==> src/rtl/vx_dispatch_pkg.sv <==
// Shared definitions for the dispatch demux: execution-unit channel indices,
// thread-index width helper and the default request bundle layout.
package vx_dispatch_pkg;

    localparam int EX_ALU = 0;
    localparam int EX_LSU = 1;
    localparam int EX_CSR = 2;
    localparam int EX_FPU = 3;
    localparam int EX_GPU = 4;
    localparam int NUM_EX = 5;

    // Width of a thread index; never narrower than one bit.
    function automatic int nt_bits(input int n);
        return (n > 1) ? $clog2(n) : 1;
    endfunction

    localparam int REQ_THREADS = 4;
    localparam int REQ_DATAW   = 256;

    typedef struct packed {
        logic [REQ_THREADS-1:0]          tmask;
        logic [nt_bits(REQ_THREADS)-1:0] tid;
        logic [REQ_DATAW-1:0]            data;
    } dispatch_req_t;

endpackage

==> src/rtl/vx_dispatch_fifo.sv <==
// Single-channel FIFO, DEPTH entries (power of two, >= 2), no fall-through.
// Ports: clk, reset (async high), push_valid/push_ready/push_data,
// pop_valid/pop_ready/pop_data, count (occupancy, 0..DEPTH).
module vx_dispatch_fifo
    import vx_dispatch_pkg::*;
#(
    parameter int WIDTH = 8,
    parameter int DEPTH = 2,
    localparam int PW = $clog2(DEPTH),
    localparam int CW = PW + 1
) (
    input  logic             clk,
    input  logic             reset,
    input  logic             push_valid,
    output logic             push_ready,
    input  logic [WIDTH-1:0] push_data,
    output logic             pop_valid,
    input  logic             pop_ready,
    output logic [WIDTH-1:0] pop_data,
    output logic [CW-1:0]    count
);

    logic [WIDTH-1:0] mem [DEPTH];
    logic [PW-1:0]    wp;
    logic [PW-1:0]    rp;
    logic [CW-1:0]    cnt;
    logic             push;
    logic             pop;

    // A full FIFO refuses pushes even when it is popped the same cycle.
    assign push_ready = (cnt != CW'(DEPTH));
    assign pop_valid  = (cnt != '0);
    assign push       = push_valid && push_ready;
    assign pop        = pop_valid && pop_ready;
    assign pop_data   = mem[rp];
    assign count      = cnt;

    always_ff @(posedge clk or posedge reset) begin
        if (reset) begin
            wp  <= '0;
            rp  <= '0;
            cnt <= '0;
        end else begin
            if (push) wp <= wp + 1'b1;
            if (pop)  rp <= rp + 1'b1;
            case ({push, pop})
                2'b10:   cnt <= cnt + 1'b1;
                2'b01:   cnt <= cnt - 1'b1;
                default: cnt <= cnt;
            endcase
        end
    end

    // Storage is deliberately left out of reset.
    always_ff @(posedge clk) begin
        if (push) mem[wp] <= push_data;
    end

endmodule

==> src/rtl/vx_dispatch_demux.sv <==
// Routes one request per cycle to a per-unit FIFO selected by in_type and
// attaches the lowest active thread index. Ports: clk, reset, in_* request,
// out_* per-channel bundles; perf_* counters when VX_DISPATCH_PERF_EN is set.
module vx_dispatch_demux
    import vx_dispatch_pkg::*;
#(
    parameter int NUM_CHANNELS = 5,
    parameter int TYPE_BITS    = 3,
    parameter int NUM_THREADS  = 4,
    parameter int DATAW        = 256,
    parameter int DEPTH        = 2,
    parameter logic [NUM_CHANNELS-1:0] CHANNEL_EN = '1,
    localparam int NT_BITS = nt_bits(NUM_THREADS)
) (
    input  logic                            clk,
    input  logic                            reset,
    input  logic                            in_valid,
    output logic                            in_ready,
    input  logic [TYPE_BITS-1:0]            in_type,
    input  logic [NUM_THREADS-1:0]          in_tmask,
    input  logic [DATAW-1:0]                in_data,
    output logic [NUM_CHANNELS-1:0]         out_valid,
    input  logic [NUM_CHANNELS-1:0]         out_ready,
    output logic [NUM_CHANNELS*DATAW-1:0]   out_data,
    output logic [NUM_CHANNELS*NUM_THREADS-1:0] out_tmask,
    output logic [NUM_CHANNELS*NT_BITS-1:0] out_tid
`ifdef VX_DISPATCH_PERF_EN
    ,
    output logic [NUM_CHANNELS*32-1:0]      perf_stall_cycles,
    output logic [NUM_CHANNELS*32-1:0]      perf_issued
`endif
);

    localparam int CW = $clog2(DEPTH) + 1;
    localparam int RW = NUM_THREADS + NT_BITS + DATAW;

    typedef struct packed {
        logic [NUM_THREADS-1:0] tmask;
        logic [NT_BITS-1:0]     tid;
        logic [DATAW-1:0]       data;
    } req_t;

    logic [NT_BITS-1:0]      tid;
    logic [NUM_CHANNELS-1:0] sel;
    logic [CW-1:0]           chan_count [NUM_CHANNELS];
    logic [NUM_CHANNELS-1:0] unused_push_ready;
    req_t                    in_req;

    // Scan from the top so the lowest set bit wins; zero mask gives 0.
    always_comb begin
        tid = '0;
        for (int i = NUM_THREADS - 1; i >= 0; i--) begin
            if (in_tmask[i]) tid = NT_BITS'(i);
        end
    end

    assign in_req = '{tmask: in_tmask, tid: tid, data: in_data};

    // Out-of-range types are accepted and dropped; disabled channels stall.
    // in_valid is not an input here, which keeps the handshake loop-free.
    always_comb begin
        sel      = '0;
        in_ready = 1'b1;
        for (int c = 0; c < NUM_CHANNELS; c++) begin
            if (int'(in_type) == c) begin
                sel[c]   = 1'b1;
                in_ready = CHANNEL_EN[c] && (chan_count[c] != CW'(DEPTH));
            end
        end
    end

    for (genvar c = 0; c < NUM_CHANNELS; c++) begin : g_chan
        if (CHANNEL_EN[c]) begin : g_fifo
            logic [RW-1:0] pop_bits;
            req_t          pop_req;

            vx_dispatch_fifo #(
                .WIDTH (RW),
                .DEPTH (DEPTH)
            ) u_fifo (
                .clk        (clk),
                .reset      (reset),
                .push_valid (in_valid && sel[c]),
                .push_ready (unused_push_ready[c]),
                .push_data  (in_req),
                .pop_valid  (out_valid[c]),
                .pop_ready  (out_ready[c]),
                .pop_data   (pop_bits),
                .count      (chan_count[c])
            );

            assign pop_req = req_t'(pop_bits);
            assign out_data[c*DATAW +: DATAW]             = pop_req.data;
            assign out_tmask[c*NUM_THREADS +: NUM_THREADS] = pop_req.tmask;
            assign out_tid[c*NT_BITS +: NT_BITS]          = pop_req.tid;
        end else begin : g_off
            assign chan_count[c]           = '0;
            assign unused_push_ready[c]    = 1'b0;
            assign out_valid[c]            = 1'b0;
            assign out_data[c*DATAW +: DATAW]             = '0;
            assign out_tmask[c*NUM_THREADS +: NUM_THREADS] = '0;
            assign out_tid[c*NT_BITS +: NT_BITS]          = '0;
        end

`ifdef VX_DISPATCH_PERF_EN
        logic [31:0] stall_q;
        logic [31:0] issue_q;

        always_ff @(posedge clk or posedge reset) begin
            if (reset) begin
                stall_q <= '0;
                issue_q <= '0;
            end else begin
                if (in_valid && sel[c] && !in_ready) stall_q <= stall_q + 1'b1;
                if (in_valid && sel[c] && in_ready)  issue_q <= issue_q + 1'b1;
            end
        end

        assign perf_stall_cycles[c*32 +: 32] = stall_q;
        assign perf_issued[c*32 +: 32]       = issue_q;
`endif
    end

endmodule

==> config.mk <==
export PLATFORM = sky130hd
export DESIGN_NAME = vx_dispatch_demux
export DESIGN_NICKNAME = d
export VERILOG_FILES = /design/src/rtl/vx_dispatch_pkg.sv /design/src/rtl/vx_dispatch_fifo.sv /design/src/rtl/vx_dispatch_demux.sv
export SDC_FILE = /design/constraint.sdc
export NUM_CORES = 2
export LEC_CHECK = 0
export ABC_AREA = 1
export CAP_MARGIN = 20
export CORE_AREA = 2 2 625 627
export DETAILED_ROUTE_END_ITERATION = 8
export DIE_AREA = 0 0 627 629
export SYNTH_ARGS = -nofsm -noshare
export SYNTH_HDL_FRONTEND = slang
export SYNTH_SLANG_ARGS = --single-unit
export TNS_END_PERCENT = 1
==> constraint.sdc <==
create_clock -name clk -period 24.9 [get_ports clk]
set_input_delay 2.49 -clock clk [delete_from_list [all_inputs] [get_ports clk]]
set_output_delay 2.49 -clock clk [all_outputs]
set_load 0.01 [all_outputs]
==> qor.yml <==
yosys:
  synth.area.top_cells: "edfxtp_1 82%, nand2_1 9.3%, mux2_2 4.5%"
  synth_top_family_by_area: "simple AND/OR/NAND/NOR gates"
  syn-num-nets: 6144
  synth_warnings: 0
  postSynthAreaPerCell_um2: 16.4
  synth_mux_area_frac: 0.0667
  synth_compound_gate_area_share: 0.000767
  synthCells: 5868
  synth-xor-area-share: 0.00182
  ys_ff_latch: 2640
  syn_area_um2: 96300
  yosysSeqAreaShare: 0.822
  synth.largest_area_cell: "edfxtp_1"
  synth_top_area_frac: 0.817
  synth_fa_ha_area_frac: 0.000650
  synthSimpleGateAreaFrac: 0.0939
  synthDistinctLibCells: 23
timing:
  setup_viol: 0
  hold_viol: 0
  skew_ps: 58.3
  max_slew_margin: 0.195
  fin_crit_ps: 7250
  fin_crit_sh: 0.291
  max_slew.worst_pin.slew_ps: 1210
  fmax_mhz: 138
  final_max_slew_viol_count: 0
  rsz0062_at_grt: "no"
  fin_setup_tns_ps: 0
setup_path:
  start_kind: "flop"
  slowest_delay_ps: 850
  cp_max_fo: 46
  critPathSlowestCell: "buf_4"
  crit_type: "reg2out"
  critPathRequiredTime_ps: 22410
  crit_top_cell: "buf_4"
  end_kind: "primary output"
  worstPathCellList: "buf_4 -> buf_4 -> buf_4 -> mux2_4 -> clkdlybuf4s50_1"
  critPathArrivalTime_ps: 4760
routing:
  ant_nets: 1
  wl_met2_mm: 168
  drt-vias-per-instance: 4.32
  top_layer: "met5"
  vias: 56400
  routed-wl-met3_mm: 26.0
  drtIter0Drc: 5128
  first_pass_iters: 5
  wirelength_mm: 339
  wl_per_cell_um: 25.9
  met1_length_mm: 131
  drc_errors: 0
power:
  internal_power_mw: 9.43
  p_per_area_nw_per_um2: 109
  peakVddDrop_uv: 67.7
  p_comb_frac: 0.325
  pwr-share-clk: 0.305
  switchingPower_mw: 4.52
  p_leak_nw: 45.1
  swShare: 0.324
  seq_power_share: 0.370
layout:
  fin_cells: 13100
  fin_area_um2: 128000
  syn2layout_area_growth_pct: 32.7
  drive_gt1_frac: 0.136
  post-route-util: 0.330
  fin_nets: 7899
cts:
  clockRootBuffer: "clkbuf_16"
  cts.sinks: 2640
  htreeDepth: 5
  hold_buffers: 0
  cts_tree: "built"
  clkLatencyLatePin_ps: 910
  cts_max_path_buffers: 4
  post_cts_buffers: 0
  cts_buffers: 296
  cts_resized: 0
  path_clk_slew_ps: 70
placed_design:
  hpwl_mm: 237
  post_dp_cell_area_um2: 118000
  gp_congestion: 0.825
  port_buffers: 1586
  dp_cells: 12500
global_routing:
  grt_overflow_total: 0
  track_usage: 0.164
  grt_max_degree: 111
  antenna_found_initial: 63
  grt_pass1_vias: 54800
  grt_pass1_wl_mm: 453
flow_run:
  max-cap-violations: 0
floorplanning:
  die_h_um: 629
  initial_utilization: 0.248
  die_width_um: 627
  rows: 229
  die_area_um2: 394000
  coreArea_um2: 388000
  ios: 1587
outcome:
  status: "complete, but fails checks"
  violations: "antenna rules"
worst_hold_path:
  hold_class: "reg2reg"
==> through the flow <==
step           worst slack [ps]  power (mW)  hold WS (ps)
2_1_floorplan             10110        7.20           474
3_3_place_gp              16940        9.83           488
3_5_place_dp              17030        9.85           507
4_1_cts                   17480        14.1           516
5_1_grt                   17390        14.4           551
6_report                  17650        13.9           513
==> critical path, delay by kind of cell (launching register included) <==
family	cells	cell delay (ps)
mux	1	300
buf+inv	4	2640
flops	1	670
==> final cells by class <==
cell class	instances	area, um2
Tap cell	5197	6500
Clock buffer	353	7700
Timing Repair Buffer	1694	16800
Sequential cell	2640	79200
Clock inverter	167	1650
Inverter	25	116
Antenna cell	18	45.0
Multi-Input combinational cell	2966	15900
Fill cell	37200	260000
==> sequential cells by signal (all words and copies together) (netlist names) <==
register and cells:
g_chan.g_fifo.u_fifo.count 10, g_chan.g_fifo.u_fifo.wp 5, g_chan.g_fifo.u_fifo.rp 5, g_chan.g_fifo.u_fifo.mem 2620
==> final timing paths <==
kind | start | endpoint | slack [ps] | depth (start not counted)
worst max register to register | g_chan[3].g_fifo.u_fifo.count[0] | g_chan[3].g_fifo.u_fifo.mem[1][191] | 19940 | 8
worst max-delay path | g_chan[0].g_fifo.u_fifo.rp | out_data[206] | 17650 | 5
worst min-delay path | g_chan[4].g_fifo.u_fifo.count[0] | g_chan[4].g_fifo.u_fifo.count[0] | 510 | 1
min in group asynchronous | reset | g_chan[1].g_fifo.u_fifo.rp | 2010 | 3
worst min register to register | g_chan[4].g_fifo.u_fifo.count[0] | g_chan[4].g_fifo.u_fifo.count[0] | 510 | 1
max in group asynchronous | reset | g_chan[4].g_fifo.u_fifo.rp | 22530 | 3
==> synthesized netlist by cell type <==
cell type / n
or2_2: 3
nand3_1: 2
inv_1: 25
buf_2: 113
nand3b_1: 1
clkbuf_1: 73
nand4_1: 1
ha_1: 5
nor3_1: 2
o21ai_0: 6
buf_4: 27
edfxtp_1: 2620
xnor2_1: 7
buf_1: 8
buf_6: 16
xor2_1: 13
nand2_1: 2377
dfrtp_1: 20
mux2_4: 140
o2111ai_1: 1
mux2_2: 384
nor2_1: 17
a21oi_1: 7
==> cells by family after synthesis <==
family                   Yosys count
flip-flops                      2640
AND/OR/NAND/NOR                 2403
multiplexers                     524
buffers and inverters            262
XOR/XNOR                          20
AO/OA/AOI/OAI                     14
adder cells (fa/ha/maj)            5
==> metal layers <==
layer / track usage / vias to the layer above
met3: 0.0378 / 472
met4: 0.0632 / 4
met5: 0 / -
met1: 0.199 / 29100
met2: 0.282 / 2392
li1: - / 24400
==> power by group through the flow <==
| stage | sequential [mW] | clock (mW) | combinational, mW |
|---|---|---|---|
| CTS | 5.17 | 4.34 | 4.61 |
| detailed placement | 5.26 | 0 | 4.59 |
| global route | 5.18 | 4.51 | 4.76 |
| floorplan | 5.26 | 0 | 1.94 |
| global placement | 5.25 | 0 | 4.58 |
| finish | 5.16 | 4.25 | 4.54 |
==> cells in the final DEF, fill, tap and decap left out, types with 15 or more instances in the layout <==
cell type        synthesis  routed
clkinv_2                 0      43
inv_1                   25      22
nand2_1               2377    2377
clkdlybuf4s50_1          0    1585
diode_2                  0      18
dfrtp_1                 20      15
clkbuf_1                73      52
clkinv_1                 0      57
clkbuf_16                0     299
buf_4                   27     101
mux2_4                 140     140
bufinv_16                0      20
mux2_2                 384     384
edfxtp_1              2620    2620
Note: power is estimated with default switching activity, not from simulation.
